### config.mk
export PLATFORM = sky130hd
export DESIGN_NAME = axi_rr_arbiter
export DESIGN_NICKNAME = d
export VERILOG_FILES = /design/src/rtl/axi_rr_arbiter.sv
export SDC_FILE = /design/constraint.sdc
export NUM_CORES = 1
export LEC_CHECK = 0
export CAP_MARGIN = 20
export CORE_AREA = 2 2 224 226
export DETAILED_ROUTE_END_ITERATION = 10
export DIE_AREA = 0 0 226 228
export PLACE_DENSITY = 0.36
export SLEW_MARGIN = 20
export SYNTH_ARGS = -nofsm -noshare
export SYNTH_HDL_FRONTEND = slang
export SYNTH_SLANG_ARGS = --single-unit
### constraint.sdc
create_clock -name i_clock -period 1.7 [get_ports i_clock]
set_input_delay 0.17 -clock i_clock [delete_from_list [all_inputs] [get_ports i_clock]]
set_output_delay 0.17 -clock i_clock [all_outputs]
set_load 0.1 [all_outputs]
### src/rtl/axi_rr_arbiter.sv
// Purpose: N-master to 1-slave AXI4 arbiter with independent round-robin read and write paths.
// Latency: 1-cycle grant (IDLE -> AR/AW); payload and handshakes are combinational passthrough once granted.
// Backpressure: only the owner sees slave ready/valid; all other masters see 0 until the owning burst completes.
//
// Ports:
//   i_clock, i_reset            : clock and synchronous active-high reset
//   i_m_ar*/o_m_arready         : per-master AR channel, master k in slice k
//   o_m_r*/i_m_rready           : per-master R channel
//   i_m_aw*/o_m_awready         : per-master AW channel
//   i_m_w*/o_m_wready           : per-master W channel
//   o_m_b*/i_m_bready           : per-master B channel
//   o_ar*, i_r*, o_aw*, o_w*, i_b* and matching ready/valid : slave-side AXI4 port
//   o_rd_grant, o_wr_grant      : one-hot owner of each path, 0 when idle
module axi_rr_arbiter #(
    parameter int NUM_M  = 2,
    parameter int ADDR_W = 32,
    parameter int DATA_W = 32,
    parameter int ID_W   = 4
) (
    input  logic                      i_clock,
    input  logic                      i_reset,
    // master-side read
    input  logic [NUM_M*ADDR_W-1:0]   i_m_araddr,
    input  logic [NUM_M*ID_W-1:0]     i_m_arid,
    input  logic [NUM_M*8-1:0]        i_m_arlen,
    input  logic [NUM_M*3-1:0]        i_m_arsize,
    input  logic [NUM_M*2-1:0]        i_m_arburst,
    input  logic [NUM_M-1:0]          i_m_arvalid,
    output logic [NUM_M-1:0]          o_m_arready,
    output logic [NUM_M*DATA_W-1:0]   o_m_rdata,
    output logic [NUM_M*2-1:0]        o_m_rresp,
    output logic [NUM_M*ID_W-1:0]     o_m_rid,
    output logic [NUM_M-1:0]          o_m_rvalid,
    output logic [NUM_M-1:0]          o_m_rlast,
    input  logic [NUM_M-1:0]          i_m_rready,
    // master-side write
    input  logic [NUM_M*ADDR_W-1:0]   i_m_awaddr,
    input  logic [NUM_M*ID_W-1:0]     i_m_awid,
    input  logic [NUM_M*8-1:0]        i_m_awlen,
    input  logic [NUM_M*3-1:0]        i_m_awsize,
    input  logic [NUM_M*2-1:0]        i_m_awburst,
    input  logic [NUM_M-1:0]          i_m_awvalid,
    output logic [NUM_M-1:0]          o_m_awready,
    input  logic [NUM_M*DATA_W-1:0]   i_m_wdata,
    input  logic [NUM_M*DATA_W/8-1:0] i_m_wstrb,
    input  logic [NUM_M-1:0]          i_m_wvalid,
    input  logic [NUM_M-1:0]          i_m_wlast,
    output logic [NUM_M-1:0]          o_m_wready,
    output logic [NUM_M*2-1:0]        o_m_bresp,
    output logic [NUM_M*ID_W-1:0]     o_m_bid,
    output logic [NUM_M-1:0]          o_m_bvalid,
    input  logic [NUM_M-1:0]          i_m_bready,
    // slave-side read
    output logic [ADDR_W-1:0]         o_araddr,
    output logic [ID_W-1:0]           o_arid,
    output logic [7:0]                o_arlen,
    output logic [2:0]                o_arsize,
    output logic [1:0]                o_arburst,
    output logic                      o_arvalid,
    input  logic                      i_arready,
    input  logic [DATA_W-1:0]         i_rdata,
    input  logic [1:0]                i_rresp,
    input  logic [ID_W-1:0]           i_rid,
    input  logic                      i_rlast,
    input  logic                      i_rvalid,
    output logic                      o_rready,
    // slave-side write
    output logic [ADDR_W-1:0]         o_awaddr,
    output logic [ID_W-1:0]           o_awid,
    output logic [7:0]                o_awlen,
    output logic [2:0]                o_awsize,
    output logic [1:0]                o_awburst,
    output logic                      o_awvalid,
    input  logic                      i_awready,
    output logic [DATA_W-1:0]         o_wdata,
    output logic [DATA_W/8-1:0]       o_wstrb,
    output logic                      o_wlast,
    output logic                      o_wvalid,
    input  logic                      i_wready,
    input  logic [1:0]                i_bresp,
    input  logic [ID_W-1:0]           i_bid,
    input  logic                      i_bvalid,
    output logic                      o_bready,
    // grant status
    output logic [NUM_M-1:0]          o_rd_grant,
    output logic [NUM_M-1:0]          o_wr_grant
);
    localparam int PW = $clog2(NUM_M);
    localparam int SW = DATA_W / 8;

    typedef enum logic [1:0] {RD_IDLE, RD_AR, RD_R} rd_state_t;
    typedef enum logic [1:0] {WR_IDLE, WR_AW, WR_W, WR_B} wr_state_t;

    // Returns {found, index} of the first requester at or after ptr, wrapping.
    function automatic logic [PW:0] rr_pick(input logic [NUM_M-1:0] req, input logic [PW-1:0] ptr);
        logic [PW-1:0] j;
        logic [PW-1:0] idx;
        logic          found;
        j     = ptr;
        idx   = '0;
        found = 1'b0;
        for (int i = 0; i < NUM_M; i++) begin
            if (!found && req[j]) begin
                found = 1'b1;
                idx   = j;
            end
            j = (j == PW'(NUM_M - 1)) ? '0 : j + 1'b1;
        end
        return {found, idx};
    endfunction

    function automatic logic [PW-1:0] ptr_inc(input logic [PW-1:0] idx);
        return (idx == PW'(NUM_M - 1)) ? '0 : idx + 1'b1;
    endfunction

    function automatic logic [NUM_M-1:0] onehot(input logic [PW-1:0] idx);
        logic [NUM_M-1:0] oh;
        for (int k = 0; k < NUM_M; k++) oh[k] = (idx == PW'(k));
        return oh;
    endfunction

    rd_state_t        rd_state_q, rd_state_d;
    logic [NUM_M-1:0] rd_grant_q, rd_grant_d;
    logic [PW-1:0]    rd_idx_q, rd_idx_d;
    logic [PW-1:0]    rd_ptr_q, rd_ptr_d;
    logic [PW:0]      rd_pick;

    wr_state_t        wr_state_q, wr_state_d;
    logic [NUM_M-1:0] wr_grant_q, wr_grant_d;
    logic [PW-1:0]    wr_idx_q, wr_idx_d;
    logic [PW-1:0]    wr_ptr_q, wr_ptr_d;
    logic [PW:0]      wr_pick;

    always_ff @(posedge i_clock) begin
        if (i_reset) begin
            rd_state_q <= RD_IDLE;
            rd_grant_q <= '0;
            rd_idx_q   <= '0;
            rd_ptr_q   <= '0;
            wr_state_q <= WR_IDLE;
            wr_grant_q <= '0;
            wr_idx_q   <= '0;
            wr_ptr_q   <= '0;
        end else begin
            rd_state_q <= rd_state_d;
            rd_grant_q <= rd_grant_d;
            rd_idx_q   <= rd_idx_d;
            rd_ptr_q   <= rd_ptr_d;
            wr_state_q <= wr_state_d;
            wr_grant_q <= wr_grant_d;
            wr_idx_q   <= wr_idx_d;
            wr_ptr_q   <= wr_ptr_d;
        end
    end

    // Read FSM. The grant is cleared on the way back to IDLE so that the
    // exported grant and every routed output are zero while idle.
    always_comb begin
        rd_state_d = rd_state_q;
        rd_grant_d = rd_grant_q;
        rd_idx_d   = rd_idx_q;
        rd_ptr_d   = rd_ptr_q;
        rd_pick    = rr_pick(i_m_arvalid, rd_ptr_q);
        case (rd_state_q)
            RD_IDLE: if (rd_pick[PW]) begin
                rd_state_d = RD_AR;
                rd_idx_d   = rd_pick[PW-1:0];
                rd_grant_d = onehot(rd_pick[PW-1:0]);
            end
            RD_AR: if (o_arvalid && i_arready) rd_state_d = RD_R;
            RD_R: if (i_rvalid && o_rready && i_rlast) begin
                rd_state_d = RD_IDLE;
                rd_grant_d = '0;
                rd_ptr_d   = ptr_inc(rd_idx_q);
            end
            default: begin
                rd_state_d = RD_IDLE;
                rd_grant_d = '0;
            end
        endcase
    end

    // Write FSM; the pointer only advances once the response has been accepted.
    always_comb begin
        wr_state_d = wr_state_q;
        wr_grant_d = wr_grant_q;
        wr_idx_d   = wr_idx_q;
        wr_ptr_d   = wr_ptr_q;
        wr_pick    = rr_pick(i_m_awvalid, wr_ptr_q);
        case (wr_state_q)
            WR_IDLE: if (wr_pick[PW]) begin
                wr_state_d = WR_AW;
                wr_idx_d   = wr_pick[PW-1:0];
                wr_grant_d = onehot(wr_pick[PW-1:0]);
            end
            WR_AW: if (o_awvalid && i_awready) wr_state_d = WR_W;
            WR_W:  if (o_wvalid && i_wready && o_wlast) wr_state_d = WR_B;
            WR_B: if (i_bvalid && o_bready) begin
                wr_state_d = WR_IDLE;
                wr_grant_d = '0;
                wr_ptr_d   = ptr_inc(wr_idx_q);
            end
            default: begin
                wr_state_d = WR_IDLE;
                wr_grant_d = '0;
            end
        endcase
    end

    // Read routing: everything is gated by the registered grant and state.
    always_comb begin
        o_m_arready = '0;
        o_m_rdata   = '0;
        o_m_rresp   = '0;
        o_m_rid     = '0;
        o_m_rvalid  = '0;
        o_m_rlast   = '0;
        o_araddr    = '0;
        o_arid      = '0;
        o_arlen     = '0;
        o_arsize    = '0;
        o_arburst   = '0;
        o_arvalid   = 1'b0;
        o_rready    = 1'b0;
        for (int k = 0; k < NUM_M; k++) begin
            if (rd_grant_q[k] && rd_state_q == RD_AR) begin
                o_araddr       = i_m_araddr[k*ADDR_W +: ADDR_W];
                o_arid         = i_m_arid[k*ID_W +: ID_W];
                o_arlen        = i_m_arlen[k*8 +: 8];
                o_arsize       = i_m_arsize[k*3 +: 3];
                o_arburst      = i_m_arburst[k*2 +: 2];
                o_arvalid      = i_m_arvalid[k];
                o_m_arready[k] = i_arready;
            end
            if (rd_grant_q[k] && rd_state_q == RD_R) begin
                o_m_rdata[k*DATA_W +: DATA_W] = i_rdata;
                o_m_rresp[k*2 +: 2]           = i_rresp;
                o_m_rid[k*ID_W +: ID_W]       = i_rid;
                o_m_rvalid[k]                 = i_rvalid;
                o_m_rlast[k]                  = i_rlast;
                o_rready                      = i_m_rready[k];
            end
        end
    end

    // Write routing: W is only opened in the W state, so early W data waits.
    always_comb begin
        o_m_awready = '0;
        o_m_wready  = '0;
        o_m_bresp   = '0;
        o_m_bid     = '0;
        o_m_bvalid  = '0;
        o_awaddr    = '0;
        o_awid      = '0;
        o_awlen     = '0;
        o_awsize    = '0;
        o_awburst   = '0;
        o_awvalid   = 1'b0;
        o_wdata     = '0;
        o_wstrb     = '0;
        o_wlast     = 1'b0;
        o_wvalid    = 1'b0;
        o_bready    = 1'b0;
        for (int k = 0; k < NUM_M; k++) begin
            if (wr_grant_q[k] && wr_state_q == WR_AW) begin
                o_awaddr       = i_m_awaddr[k*ADDR_W +: ADDR_W];
                o_awid         = i_m_awid[k*ID_W +: ID_W];
                o_awlen        = i_m_awlen[k*8 +: 8];
                o_awsize       = i_m_awsize[k*3 +: 3];
                o_awburst      = i_m_awburst[k*2 +: 2];
                o_awvalid      = i_m_awvalid[k];
                o_m_awready[k] = i_awready;
            end
            if (wr_grant_q[k] && wr_state_q == WR_W) begin
                o_wdata       = i_m_wdata[k*DATA_W +: DATA_W];
                o_wstrb       = i_m_wstrb[k*SW +: SW];
                o_wlast       = i_m_wlast[k];
                o_wvalid      = i_m_wvalid[k];
                o_m_wready[k] = i_wready;
            end
            if (wr_grant_q[k] && wr_state_q == WR_B) begin
                o_m_bresp[k*2 +: 2]     = i_bresp;
                o_m_bid[k*ID_W +: ID_W] = i_bid;
                o_m_bvalid[k]           = i_bvalid;
                o_bready                = i_m_bready[k];
            end
        end
    end

    assign o_rd_grant = rd_grant_q;
    assign o_wr_grant = wr_grant_q;

endmodule

# Word level (Yosys, flattened, before mapping)
# Index checks and enable logic that the tools add are counted.
# totals
register_bits,12
in_bits,332
output_inout_bits,244
elab_cells,154
# classes
n_addsub,4
order_cmp,4
n_eq_ne,12
mux,91
n_bitwise,3
reduce_logical,32
# op_table
op,count
two-way mux 32 bit,8
two-way mux 1 bit,44
two-way mux 4 bit,10
two-way mux 2 bit,17
two-way mux 8 bit,4
logical AND 1 bit,19
"!= test 2 bit, second input constant",7
two-way mux 3 bit,4
case mux 2 bit (3 select lines),2
AND reduction 3 bit,3
"< comparator 1 x 2 -> 1 bit, second input constant",4
case mux 2 bit (4 select lines),1
AND reduction 2 bit,4
"equality test 2 bit, second input constant",3
"adder 1 bit, second input constant",4
"equality test 2 x 1 -> 1 bit, second input constant",2
zero test 2 bit,2
case mux 2 bit (2 select lines),1
AND reduction 4 bit,1
NOT 1 bit,3
zero test 1 bit,2
nonzero test 2 bit,1

# Logic depth before layout (Yosys ltp)
# Gate-level depths: netlist (run 1).
# logic_depth
depth_word,9
depth_mapped,7
ltp_nobuf,6

# Worst setup path before layout (run 1)
# Ideal clock, no wire load.
# synth_timing
path_kind,reg-to-output
from,"reg rd_grant_q[1], in the netlist o_rd_grant[1]"
to,out o_rready
arrival_ns,2.798
path_slack_ns,-1.268
path_stages_with_launch,4
n_path_buf,1
cell_sequence,dfxtp_1 > buf_2 > nand2_1 > a21oi_1
# synth_between
elab_chain_cells,2
# synth_lines
element,line_no,rtl
start: declaration,123,"logic [NUM_M-1:0] rd_grant_q, rd_grant_d;"
start signal: assignment,146,rd_grant_q <= rd_grant_d;
logical AND 1 bit,235,if (rd_grant_q[k] && rd_state_q == RD_R) begin
two-way mux 1 bit,235,
end: declaration,66,"output logic o_rready,"
# No other way between the ends.

# Worst setup path in the final report (run 1)
# layout_timing
from,reg wr_state_q[1]
to,out o_wlast
# layout_between
elab_chain_cells,4
word_cells_on_any_way,5
classes_between,1 x eq/ne; 2 x mux; 2 x reduce/logical
# layout_lines
element,line_no,rtl
start: declaration,128,"wr_state_t wr_state_q, wr_state_d;"
start signal: assignment,149,wr_state_q <= wr_state_d;
equality test 2 bit *,274,if (wr_grant_q[k] && wr_state_q == WR_W) begin
logical AND 1 bit,274,
two-way mux 1 bit,274,
two-way mux 1 bit *,274,
end: declaration,77,"output logic o_wlast,"
# Mark *: on every way between the ends. The rest lies on a longest branch, timed or not.

==> results.py, run 1 <==
metrics = {
    "outcome": {
        "status": "finished with violations",
        "violations": "negative setup slack",
    },
    "synthesis": {
        "synth_area_leaders": "a22o_1, and3_1, dfxtp_1",
        "synth_cells": 385,
        "yosys_warnings": 0,
        "avgSynthCellArea_sq_um": 7.39,
        "synth_compound_area_frac": 0.502,
        "synth_common_cells": "a22o_1, and3_1, clkbuf_1",
        "yosys.cell_count.top_type": "a22o_1",
        "ys_seq_elements": 12,
        "synth-async-reset-ratio": 0,
        "muxShareOfSynthArea": 0.00352,
        "ys.flop_type": "dfxtp_1",
        "synth_top_family_by_area": "compound AO/OA/AOI/OAI gates",
        "synth-edff-count": 0,
        "ys_types": 43,
        "yosys.area_share.simple": 0.301,
        "syn_area_sq_mm": 0.00284,
        "synth_xor_area_frac": 0,
        "netlist.area_leader.share": 0.422,
        "yosysTopAreaCell": "a22o_1",
        "synthAdderAreaFrac": 0.0176,
        "synth_seq_area_share": 0.0845,
        "synth_nets": 721,
    },
    "setup_path": {
        "critPathCaptureType": "output port",
        "crit_required_ns": 1.53,
        "slowest_delay_ns": 0.35,
        "crit_arrival_ns": 1.71,
        "critPathMaxFanout": 7,
        "critPathLaunch": "wr_state_q[1]",
        "slowest_stage": "dfxtp_4",
        "critical_path_class": "reg2out",
        "startpoint_type": "register",
        "rr_startpoint": "wr_state_q[0]",
        "cp_cell_sequence": "buf_6 -> ha_4 -> and2_4 -> clkbuf_16 -> a22o_4 -> buf_12",
        "reg2reg_depth": 7,
    },
    "routing": {
        "vias_per_cell": 3.63,
        "dr.pass1.iters": 4,
        "routed_wl_um": 33500,
        "final_antenna_net_count": 0,
        "dr_total_vias": 6133,
        "wl_per_cell_um": 19.8,
        "route.detailed.drc": 0,
        "drtIter0Drc": 108,
    },
    "clocking": {
        "cts_sinks": 12,
        "cts_max_level": 1,
        "cts-buffers-inserted": 3,
        "hold_buffers": 0,
        "root_buffer": "clkbuf_16",
        "clock_latency_ns": 0.24,
        "clockBufferDepth": 2,
        "cts_tree": "done",
        "cts.clk_slew.worst_paths_ns": 0.05,
    },
    "worst_hold_path": {
        "min_from": "wr_idx_q",
        "hold_path.class": "reg2reg",
        "worstHoldPathCells": 1,
    },
    "timing": {
        "timing.final.hold_violations": 0,
        "slew_viol_final": 0,
        "fin_crit_sh": 1.11,
        "worst_hold_slack_ns": 0.471,
        "tns_ns": -20.16,
        "fin_skew_ns": 0.000525,
        "setup_viol": 219,
        "tightest_slew_ns": 0.382,
        "fmax_mhz": 532,
        "rsz0062_at_grt": "true",
        "relSlewSlack": 0.745,
        "fin_ws_ns": -0.181,
        "period_needed_ns": 1.88,
    },
    "global_route": {
        "track_usage": 0.117,
        "grt_pass1_wl_um": 45400,
        "overflow": 0,
        "antenna_found_initial": 2,
        "grt_pass1_vias": 6620,
        "grt_max_degree": 44,
    },
    "layout": {
        "design_area_sq_mm": 0.0153,
        "fin_nets": 1356,
        "final_core_util": 0.311,
        "final_cells": 1691,
        "seqCellArea_sq_um": 264,
        "multi_input_area_sq_mm": 0.00420,
        "num-fill-cells": 4932,
        "synthToLayoutAreaGrowth_pct": 440,
        "drive_above_1_share": 0.620,
    },
    "place": {
        "place_ws_ns": -0.0917,
        "place_hpwl_um": 26100,
        "dp_cells": 1619,
        "portBuffers": 575,
        "place_congestion": 0.769,
        "place_area_sq_mm": 0.0135,
    },
    "floorplan": {
        "rows": 82,
        "coreArea_sq_mm": 0.0493,
        "start_util": 0.0576,
        "ioPinCount": 576,
        "die_area_sq_mm": 0.0515,
        "die_h_um": 228,
        "die_width_um": 226,
    },
    "power": {
        "power.density_mw_per_mm2": 563,
        "power_mw": 8.64,
        "power.leakage_nw": 6.18,
        "irDropWorstVdd_mv": 0.423,
    },
    "run": {
        "max_cap_viol_count": 0,
    },
}
## where the power goes
group,switching [mW],internal [mW]
Sequential,0.0625,0.354
Combinational,4.26,3.54
Clock,0.122,0.307
## path summary, 6_finish.rpt
kind	to	slack, ns
worst max-delay path	o_wlast	-0.18
worst min register to register	wr_ptr_q	0.47
worst max register to register	wr_state_q[0]	-0.05
worst min-delay path	wr_ptr_q	0.47
## critical path: cells and delay by family, from the launching register on
kind / cells / cell delay, ns
buffers and inverters: 3 / 0.46
DFF: 1 / 0.35
AOI/OAI and AO/OA: 1 / 0.26
and+or+nand+nor: 1 / 0.22
adders and majority gates: 1 / 0.17
## cells by family (layout without fill, tap and decap cells)
| group | after synthesis | count (layout) |
|---|---|---|
| AOI/OAI and AO/OA | 165 | 165 |
| and+or+nand+nor | 139 | 139 |
| muxes | 1 | 1 |
| other | 0 | 1 |
| buffers and inverters | 64 | 697 |
| adders and majority gates | 4 | 4 |
| DFF | 12 | 12 |
## metal layers
layer	GRT usage	wire length, um	up-vias
li1	-	-	2837
met3	0.0413	3230	20
met4	0.0155	442	2
met2	0.235	18500	358
met5	0	10	-
met1	0.116	11300	2916
## state kept, by name, summed over array words and instances (netlist names)
name and cells:
rd_idx_q 1, o_rd_grant 2, o_wr_grant 2, wr_idx_q 1, wr_state_q 2, rd_ptr_q 1, rd_state_q 2, wr_ptr_q 1
## layout make-up
| class | instances | share of cell area |
|---|---|---|
| repair buffers | 684 | 0.646 |
| flip-flops and latches | 12 | 0.0172 |
| multi-input cells | 309 | 0.274 |
| inverters | 10 | 0.00293 |
| clock buffers | 3 | 0.00489 |
| diodes | 1 | 0.000163 |
| well taps | 672 | 0.0548 |
## repair_timing
item | CTS | global route
setup endpoints to repair | 237 | 239
endpoints found under the hold margin | 0 | 0
pin swaps | 32 | 73
cloned | 17 | 14
buffers inserted | 28 | 22
resized for setup | 104 | 96
## layout by cell type (no fill, tap or decap), types with 3 or more instances in the layout
master             n
clkdlybuf4s50_1  331
buf_12           274
a22o_4           138
and3_4            97
buf_4             32
buf_6             19
clkbuf_16         15
buf_16            10
nand2b_1           7
inv_1              6
dfxtp_4            6
buf_8              6
nand2_1            5
dfxtp_1            5
nor2_1             4
ha_4               4
inv_4              3
and2_4             3
a21oi_1            3
Power figures use the tool's default switching activity.
==> run 2: changes to the inputs <==
--- a/config.mk
+++ b/config.mk
@@ -9,7 +9,6 @@
 export CORE_AREA = 2 2 224 226
 export DETAILED_ROUTE_END_ITERATION = 10
 export DIE_AREA = 0 0 226 228
-export PLACE_DENSITY = 0.36
 export SLEW_MARGIN = 20
 export SYNTH_ARGS = -nofsm -noshare
 export SYNTH_HDL_FRONTEND = slang
==> run 2 against run 1 <==
Effect of this change: the flow still finishes with violations (negative setup slack); sequential share of layout area is essentially flat; die area unchanged; total power shrank 3.6%; non-clock buffer count unchanged; clock skew barely moved; worst setup slack better by 0.028 ns; final area down 0.82%; routed wire length shrank 5.0%; combinational power shrank 4.2%; flip-flop and latch count unchanged; core utilization fell by 0.26 points; critical path depth did not move; largest power group unchanged.
==> results.py, run 2 (synthesized netlist as in run 1, its figures left out) <==
metrics = {
    "setup_path": {
        "crit_arrival_ns": 1.68,
        "startpoint_type": "register",
        "critPathMaxFanout": 7,
        "critical_path_class": "reg2out",
        "r2r-end": "wr_state_q[0]",
        "rr_startpoint": "wr_state_q[1]",
        "crit_required_ns": 1.53,
        "reg2reg_depth": 6,
        "r2r_slack_ns": 0.06,
        "critPathCaptureType": "output port",
    },
    "floorplan": {
        "rows": 82,
        "die_area_sq_mm": 0.0515,
        "start_util": 0.0576,
        "coreArea_sq_mm": 0.0493,
        "die_h_um": 228,
        "die_width_um": 226,
        "ioPinCount": 576,
    },
    "clocking": {
        "clockBufferDepth": 2,
        "cts_tree": "done",
        "root_buffer": "clkbuf_16",
        "cts.clk_slew.worst_paths_ns": 0.05,
        "cts-buffers-inserted": 3,
        "clock_latency_ns": 0.25,
        "hold_buffers": 0,
        "cts_max_level": 1,
        "cts_sinks": 12,
    },
    "global_route": {
        "grt_pass1_vias": 6741,
        "track_usage": 0.107,
        "antenna_found_initial": 1,
        "grt_pass1_wl_um": 41800,
        "overflow": 0,
        "grt_max_degree": 37,
    },
    "layout": {
        "final_core_util": 0.308,
        "antenna_cells": 0,
        "design_area_sq_mm": 0.0152,
        "synthToLayoutAreaGrowth_pct": 435,
        "num-fill-cells": 4877,
        "drive_above_1_share": 0.615,
        "fin_nets": 1356,
        "final_cell_mix": "clkdlybuf4s50_1, buf_12, a22o_4",
        "final_common_cell": "clkdlybuf4s50_1",
    },
    "routing": {
        "wl_per_cell_um": 18.9,
        "dr_total_vias": 6139,
        "routed_wl_um": 31900,
        "vias_per_cell": 3.63,
        "final_antenna_net_count": 0,
        "dr.pass1.iters": 4,
        "route.detailed.drc": 0,
        "drtIter0Drc": 172,
    },
    "timing": {
        "fmax_mhz": 540,
        "fin_skew_ns": 0.000862,
        "fin_ws_ns": -0.153,
        "relSlewSlack": 0.772,
        "slew_viol_final": 0,
        "setup_viol": 207,
        "timing.final.hold_violations": 0,
        "fin_crit_sh": 1.09,
        "rsz0062_at_grt": "true",
        "period_needed_ns": 1.85,
        "tightest_slew_ns": 0.340,
        "tns_ns": -23.33,
    },
    "power": {
        "irDropWorstVdd_mv": 0.426,
        "power.density_mw_per_mm2": 547,
        "power_mw": 8.33,
        "power.leakage_nw": 6.20,
    },
    "worst_hold_path": {
        "hold_end": "wr_ptr_q",
        "hold_path.class": "reg2reg",
        "min_from": "wr_idx_q",
        "worstHoldPathCells": 1,
    },
    "place": {
        "place_hpwl_um": 24200,
        "place_congestion": 0.884,
        "place_area_sq_mm": 0.0135,
        "portBuffers": 575,
    },
    "outcome": {
        "violations": "negative setup slack",
        "status": "finished with violations",
    },
    "run": {
        "max_cap_viol_count": 0,
    },
}
run 2: what timing repair did:
action | in CTS | in global routing
endpoints found under the setup margin | 226 | 238
pin swaps | 14 | 104
cloned | 11 | 25
setup buffers | 21 | 12
gates resized for setup | 76 | 112
run 2: area by class of cell:
| type | instances | area, sq um | share of cell area |
|---|---|---|---|
| flip-flops and latches | 12 | 268 | 0.0176 |
| multi-input cells | 309 | 4080 | 0.268 |
| clock buffers | 3 | 75.1 | 0.00493 |
| inverters | 10 | 45.0 | 0.00296 |
| repair buffers | 684 | 9910 | 0.651 |
| well taps | 672 | 841 | 0.0552 |
run 2: how the worst max path moves through the flow:
stage / startpoint / end / slack (ns) / cells after the start
after floorplan: o_rd_grant[1] / o_rready / -0.16 / 3
after global placement: wr_state_q[1] / o_awlen[0] / -0.06 / 6
after detailed placement: wr_state_q[1] / o_awburst[1] / -0.05 / 6
after CTS: wr_state_q[1] / o_awburst[1] / -0.21 / 6
after global routing: wr_state_q[1] / o_awvalid / -0.22 / 6
final: rd_state_q[0] / o_araddr[2] / -0.15 / 6
run 2: metal layers:
layer | up-vias | GRT usage | part of all wire
li1 | 2841 | - | -
met1 | 2891 | 0.105 | 0.35
met2 | 380 | 0.218 | 0.54
met3 | 25 | 0.0353 | 0.094
met4 | 2 | 0.0149 | 0.016
met5 | - | 0 | 0.00041
run 2: critical path, stage by stage (launching register included):
cell and delay (ns):
dfxtp_4 0.35, buf_6 0.11, and3b_4 0.23, buf_12 0.15, buf_12 0.14, a22o_4 0.28, buf_12 0.17
run 2: where the power goes:
part | total [mW] | internal [mW] | switching, mW
clock | 0.451 | 0.309 | 0.143
combinational | 7.46 | 3.33 | 4.13
sequential | 0.420 | 0.354 | 0.0661
total | 8.33 | 3.99 | 4.34
run 2: per-stage QoR:
| stage | setup slack [ns] | hold WS [ns] | std cells |
|---|---|---|---|
| 2_1_floorplan | -0.158 | 0.246 | 385 |
| 3_3_place_gp | -0.0594 | 0.456 | 1626 |
| 4_1_cts | -0.209 | 0.463 | 1661 |
| 3_5_place_dp | -0.0526 | 0.456 | 1626 |
| 5_1_grt | -0.219 | 0.486 | 1690 |
| 6_report | -0.153 | 0.460 | 1690 |
